### config.mk
export PLATFORM = sky130hd
export DESIGN_NAME = spi_peripheral
export DESIGN_NICKNAME = d
export VERILOG_FILES = /design/src/rtl/spi_peripheral.sv
export SDC_FILE = /design/constraint.sdc
export NUM_CORES = 1
export LEC_CHECK = 0
export ABC_AREA = 1
export CAP_MARGIN = 25
export CELL_PAD_IN_SITES_DETAIL_PLACEMENT = 1
export CELL_PAD_IN_SITES_GLOBAL_PLACEMENT = 2
export CORE_MARGIN = 2
export CORE_UTILIZATION = 31
export CTS_BUF_LIST = sky130_fd_sc_hd__clkbuf_2
export CTS_CLUSTER_SIZE = 25
export DETAILED_ROUTE_END_ITERATION = 7
export PLACE_DENSITY = 0.75
export SLEW_MARGIN = 20
export SYNTH_ARGS = -nofsm -noshare
export SYNTH_HDL_FRONTEND = slang
export SYNTH_SLANG_ARGS = --single-unit
export TNS_END_PERCENT = 10
### constraint.sdc
create_clock -name clk -period 2.45 [get_ports clk]
set_input_delay 0.49 -clock clk [delete_from_list [all_inputs] [get_ports clk]]
set_output_delay 0.49 -clock clk [all_outputs]
set_load 0.05 [all_outputs]
### src/rtl/spi_peripheral.sv
// SPI peripheral (mode 0, 16-bit frames) holding the five PWM control registers.
// Frame layout, MSB first: [15] R/W (1 = write), [14:8] address, [7:0] data.
// Optional feature macro: SPI_READBACK_EN. When it is defined, read frames
// (bit15 == 0) return the addressed register on spi_cipo. When it is not
// defined, spi_cipo is tied low and read frames are discarded.
// Handshake note: there is no valid/ready pair here. A frame is the span
// between a synchronized nCS fall and rise. It is accepted only when exactly
// 16 SCLK rising edges occurred inside that span.
module spi_peripheral (
  input  logic       clk,
  input  logic       rst,
  input  logic       spi_sclk,
  input  logic       spi_copi,
  input  logic       spi_ncs,
  output logic       spi_cipo,
  output logic [7:0] en_reg_out_7_0,
  output logic [7:0] en_reg_out_15_8,
  output logic [7:0] en_reg_pwm_7_0,
  output logic [7:0] en_reg_pwm_15_8,
  output logic [7:0] pwm_duty_cycle,
  output logic [1:0] fsm_state
);

  typedef enum logic [1:0] {
    WAIT_IDLE = 2'd0,
    IDLE      = 2'd1,
    SHIFT     = 2'd2,
    COMMIT    = 2'd3
  } state_t;

  localparam logic [4:0] CNT_FULL = 5'd16;
  localparam logic [4:0] CNT_OVF  = 5'd17;

  state_t      state;
  // [0] first sync stage, [1] synchronized value, [2] previous synchronized value
  logic [2:0]  sclk_sync;
  logic [2:0]  ncs_sync;
  logic [1:0]  copi_sync;
  // Fills with ones after reset, so the bench-visible nCS level is a real pin sample
  logic [1:0]  sync_ok;
  logic [4:0]  bit_cnt;
  logic [15:0] shreg;

  logic ncs_s;
  logic ncs_rise;
  logic ncs_fall;
  logic sclk_rise;
  logic copi_s;
  logic frame_ok;

  assign ncs_s     = ncs_sync[1];
  assign ncs_rise  = ncs_sync[1] & ~ncs_sync[2];
  assign ncs_fall  = ~ncs_sync[1] & ncs_sync[2];
  assign sclk_rise = sclk_sync[1] & ~sclk_sync[2];
  assign copi_s    = copi_sync[1];
  assign fsm_state = state;

  // A write is accepted only for exactly 16 bits, the W flag set, and a mapped address
  assign frame_ok = (bit_cnt == CNT_FULL) && shreg[15] && (shreg[14:8] <= 7'h04);

  // Bring the SPI pins into the clk domain; reset values model an idle bus
  always_ff @(posedge clk or posedge rst) begin
    if (rst) begin
      sclk_sync <= 3'b000;
      ncs_sync  <= 3'b111;
      copi_sync <= 2'b00;
      sync_ok   <= 2'b00;
    end else begin
      sclk_sync <= {sclk_sync[1:0], spi_sclk};
      ncs_sync  <= {ncs_sync[1:0], spi_ncs};
      copi_sync <= {copi_sync[0], spi_copi};
      sync_ok   <= {sync_ok[0], 1'b1};
    end
  end

  // Frame FSM, shifter and register file. The write is issued on the edge that
  // enters COMMIT, so a register lands on the 3rd clk edge after nCS rises.
  always_ff @(posedge clk or posedge rst) begin
    if (rst) begin
      state           <= WAIT_IDLE;
      bit_cnt         <= 5'd0;
      shreg           <= 16'h0000;
      en_reg_out_7_0  <= 8'h00;
      en_reg_out_15_8 <= 8'h00;
      en_reg_pwm_7_0  <= 8'h00;
      en_reg_pwm_15_8 <= 8'h00;
      pwm_duty_cycle  <= 8'h00;
    end else begin
      case (state)
        WAIT_IDLE: begin
          // Stay here until the bus is seen idle, so a frame cut by reset is never picked up
          if (sync_ok[1] && ncs_s) state <= IDLE;
        end
        IDLE: begin
          if (ncs_fall) begin
            state   <= SHIFT;
            bit_cnt <= 5'd0;
            shreg   <= 16'h0000;
          end
        end
        SHIFT: begin
          if (ncs_rise) begin
            state <= COMMIT;
            if (frame_ok) begin
              case (shreg[10:8])
                3'd0:    en_reg_out_7_0  <= shreg[7:0];
                3'd1:    en_reg_out_15_8 <= shreg[7:0];
                3'd2:    en_reg_pwm_7_0  <= shreg[7:0];
                3'd3:    en_reg_pwm_15_8 <= shreg[7:0];
                3'd4:    pwm_duty_cycle  <= shreg[7:0];
                default: ;
              endcase
            end
          end else if (sclk_rise) begin
            shreg <= {shreg[14:0], copi_s};
            // Saturating at 17 marks any over-long frame as invalid
            if (bit_cnt != CNT_OVF) bit_cnt <= bit_cnt + 5'd1;
          end
        end
        COMMIT: begin
          state <= IDLE;
        end
        default: state <= WAIT_IDLE;
      endcase
    end
  end

`ifdef SPI_READBACK_EN
  logic       sclk_fall;
  logic [6:0] rd_addr;
  logic [7:0] rd_data;
  logic [7:0] tx_byte;
  logic       rd_active;

  assign sclk_fall = ~sclk_sync[1] & sclk_sync[2];
  // The 8th bit is still on copi_s when the command byte completes
  assign rd_addr   = {shreg[5:0], copi_s};

  // Register read mux; addresses beyond the map read as zero
  always_comb begin
    rd_data = 8'h00;
    case (rd_addr)
      7'h00:   rd_data = en_reg_out_7_0;
      7'h01:   rd_data = en_reg_out_15_8;
      7'h02:   rd_data = en_reg_pwm_7_0;
      7'h03:   rd_data = en_reg_pwm_15_8;
      7'h04:   rd_data = pwm_duty_cycle;
      default: rd_data = 8'h00;
    endcase
  end

  // Load the read byte after bit 8 and present it MSB first on SCLK falling edges
  always_ff @(posedge clk or posedge rst) begin
    if (rst) begin
      tx_byte   <= 8'h00;
      rd_active <= 1'b0;
      spi_cipo  <= 1'b0;
    end else if (ncs_s || state != SHIFT) begin
      rd_active <= 1'b0;
      spi_cipo  <= 1'b0;
    end else if (sclk_rise && bit_cnt == 5'd7 && !shreg[6]) begin
      rd_active <= 1'b1;
      tx_byte   <= rd_data;
    end else if (sclk_fall && rd_active) begin
      spi_cipo <= tx_byte[7];
      tx_byte  <= {tx_byte[6:0], 1'b0};
    end
  end
`else
  assign spi_cipo = 1'b0;
`endif

endmodule

==> flow_metrics.env, run 1 <==
export IMPL_die_x_um=107.6
export IMPL_pre_cts_slack_ns=0.5823
export IMPL_ys_top_cells_by_count="nand2_1 (146), dfrtp_1 (70), nand4_1 (33)"
export IMPL_cp_max_fo=5
export IMPL_worstPathCellList="clkdlybuf4s50_1"
export IMPL_drt_pass1_iterations=4
export IMPL_swShare=0.3972
export IMPL_crit_end="fsm_state[0]"
export IMPL_synthTopCellsByArea="dfrtp_1 (53%), nand2_1 (16%), nand4_1 (6.2%)"
export IMPL_critPathLaunchType="flop"
export IMPL_initialDrtViolationCount=94
export IMPL_p_int_w=0.001724
export IMPL_timing_slew_headroom=0.6574
export IMPL_crit_buf_inv=1
export IMPL_place_port_buffers=46
export IMPL_min_period_ns=2.277
export IMPL_ys_warn_count=0
export IMPL_pwr_share_seq=0.491
export IMPL_cts_resized=0
export IMPL_fin_skew_ns=0.02821
export IMPL_power_frac_clock=0.241
export IMPL_tightest_slew_ns=0.5123
export IMPL_area_growth_pct=20.77
export IMPL_synth_top_cell_area_share=0.5267
export IMPL_hold_viol=0
export IMPL_fin_crit_sh=0.9296
export IMPL_synthFlopType="dfrtp_1"
export IMPL_rows=37
export IMPL_ir_worst_vdd_v=0.0003726
export IMPL_combinationalPowerShare=0.268
export IMPL_grt_max_degree=74
export IMPL_gp_congestion=0.7353
export IMPL_p_leak_nw=2.045
export IMPL_cp_arrival_ns=1.79
export IMPL_drv_cap=0
export IMPL_place_inst=542
export IMPL_cts_root_buf="clkbuf_2"
export IMPL_ios=48
export IMPL_criticalPathCategory="reg2out"
export IMPL_syn_nets=379
export IMPL_synth_edf_count=0
export IMPL_ys_ff_latch=73
export IMPL_fp_coreArea_um2=10370
export IMPL_post_cts_setup_buffer_count=0
export IMPL_yosys_area_top_type="dfrtp_1"
export IMPL_die_h_um=107.6
export IMPL_clock_tree_buffer_depth=2
export IMPL_finish_instance_area_um2=4016
export IMPL_cts_tree="built"
export IMPL_postSynthCellCount=367
export IMPL_clk_latency_ns=0.51
export IMPL_synth_most_common_cell="nand2_1"
export IMPL_placed_area_um2=3901
export IMPL_first_global_vias=2655
export IMPL_htree_num_levels=3
export IMPL_final_core_util=0.3873
export IMPL_grt_pass1_wl_um=13440
export IMPL_wire_per_inst_um=14.64
export IMPL_wl_um=8168
export IMPL_grt_use_total=0.1514
export IMPL_dieArea_um2=11570
export IMPL_ant_nets=0
export IMPL_timing_final_max_slew_violations=0
export IMPL_p_sw_w=0.001136
export IMPL_worstPathRequired_ns=1.96
export IMPL_ff2ff_path_depth=8
export IMPL_cts_num_sinks=73
export IMPL_syn_area_um2=3326
export IMPL_min_path_type="in2async"
export IMPL_yosysUniqueCellTypes=29
export IMPL_avgSynthCellArea_um2=9.062
export IMPL_clk_pin_slew_ns=0.23
export IMPL_final_setup_tns_ns=0
export IMPL_cp_depth=1
export IMPL_r2r_end="en_reg_pwm_15_8[0]"
export IMPL_numCtsBuffers=9
export IMPL_start_util=0.3207
export IMPL_reg2reg_from="fsm_state[0]"
export IMPL_hold_buffers=0
export IMPL_power_density_nw_per_um2=712.1
export IMPL_status="finished, final reports clean"
export IMPL_hpwlAfterDp_um=5581
export IMPL_stdcell_count=558
export IMPL_critPathSlowestCell="clkdlybuf4s50_1"
export IMPL_r2r_setup_slack_ns=0.56
export IMPL_crit_path_end_kind="output pin"
export IMPL_worst_slack_ns=0.1726
export IMPL_vias=2612
export IMPL_synthArstFlopShare=1.000
export IMPL_antenna_found_initial=0
export IMPL_drive_above_1_share=0.1232
export IMPL_setup_viol=0
export IMPL_cpPeakStageDelay_ns=0.83
export IMPL_cp_top_family="buffers and inverters"
export IMPL_finalNetCount=429
export IMPL_rsz0062_at_grt="no"
export IMPL_max_freq_ghz=0.4391
export IMPL_antenna_cells=0
export IMPL_drc=0
export IMPL_route_detailed_vias_per_inst=4.681
export IMPL_gr_total_overflow=0
export IMPL_ys_seq_area_frac=0.5504
export IMPL_startpoint="fsm_state[0]"
[worst reg2reg max path: stages, from the launching register on]
cell      delay (ns)
dfrtp_1         0.45
inv_1           0.08
ha_1            0.25
buf_4           0.22
nand2_1         0.09
clkinv_1        0.28
buf_4           0.28
nand4_1         0.10
nand2_1         0.06
[kinds of logic (layout without fill, tap and decap cells)]
family                     after synthesis  count (layout)  share of synthesized area
and+or+nand+nor                        241             241                     0.3442
DFF                                     73              73                     0.5504
buffers and inverters                   37              92                    0.06207
adders and majority gates                7               7                    0.02633
AOI/OAI and AO/OA                        5               5                   0.009406
other                                    2               2                   0.002258
xor gates and xnor gates                 2               2                   0.005268
[layer usage]
metal	up-vias	routed length (µm)	part of all wire	track usage
met5	-	0	0	0
met2	42	3768	0.46	0.2300
met3	7	212	0.026	0.03027
met1	1276	4088	0.50	0.2135
li1	1287	-	-	-
met4	0	99	0.012	0.05586
[worst min path at each step]
stage          cells after the start                 to          from
5_1_grt                            1        ncs_sync[0]       spi_ncs
4_1_cts                            1        ncs_sync[0]       spi_ncs
3_5_place_dp                       0         sync_ok[1]    sync_ok[0]
3_3_place_gp                       0         sync_ok[1]    sync_ok[0]
2_1_floorplan                      0       copi_sync[1]  copi_sync[0]
6_report                           3  en_reg_out_7_0[7]           rst
[sequential cells by signal, summed over array words and instances, names as in the netlist, 5 cells and up]
register / count
shreg: 16
en_reg_out_15_8: 8
en_reg_out_7_0: 8
en_reg_pwm_15_8: 8
en_reg_pwm_7_0: 8
pwm_duty_cycle: 8
bit_cnt: 5
[placed cells by master, fill, tap and decap left out, types with 4 or more instances in the layout]
cell	n
nand2_1	146
inv_1	15
nand4_2	4
ha_1	7
inv_2	7
clkdlybuf4s50_1	46
nor2_4	4
nor2_2	4
clkbuf_2	9
buf_4	6
nand2_2	4
nand4_1	33
dfrtp_1	70
nand3_1	26
nor2_1	16
[power groups by stage]
stage / clock, W / combinational (W) / sequential (W)
after detailed placement: 0 / 0.000781 / 0.00143
after global placement: 0 / 0.000773 / 0.00143
after global routing: 0.000776 / 0.000862 / 0.00142
after floorplan: 0 / 0.000583 / 0.00143
final: 0.000689 / 0.000767 / 0.00140
after CTS: 0.000723 / 0.000784 / 0.00140
[layout make-up]
type / instances / area [µm²]
repair buffers: 53 / 525.5
inverters: 23 / 86.33
clock buffers: 9 / 45.04
clock inverters: 7 / 70.07
multi-input cells: 257 / 1289
flip-flops and latches: 73 / 1831
well taps: 136 / 170.2
fillers: 1246 / 6354
[through the flow]
| stage | total power [W] | hold WS, ns |
|---|---|---|
| 6_report | 0.002860 | 0.3570 |
| 3_5_place_dp | 0.002208 | 0.3365 |
| 5_1_grt | 0.003058 | 0.2940 |
| 4_1_cts | 0.002912 | 0.3035 |
| 3_3_place_gp | 0.002198 | 0.3337 |
| 2_1_floorplan | 0.002012 | 0.3312 |
Power figures use the tool's default switching activity.
==> run 2: changes to the inputs <==
--- a/config.mk
+++ b/config.mk
@@ -12,6 +12,7 @@
 export CORE_MARGIN = 2
 export CORE_UTILIZATION = 31
 export CTS_BUF_LIST = sky130_fd_sc_hd__clkbuf_2
+export CTS_CLUSTER_DIAMETER = 40
 export CTS_CLUSTER_SIZE = 25
 export DETAILED_ROUTE_END_ITERATION = 7
 export PLACE_DENSITY = 0.75
==> results of run 2 <==
Same layout as run 1: the final DEF is identical, and so are final timing and power.
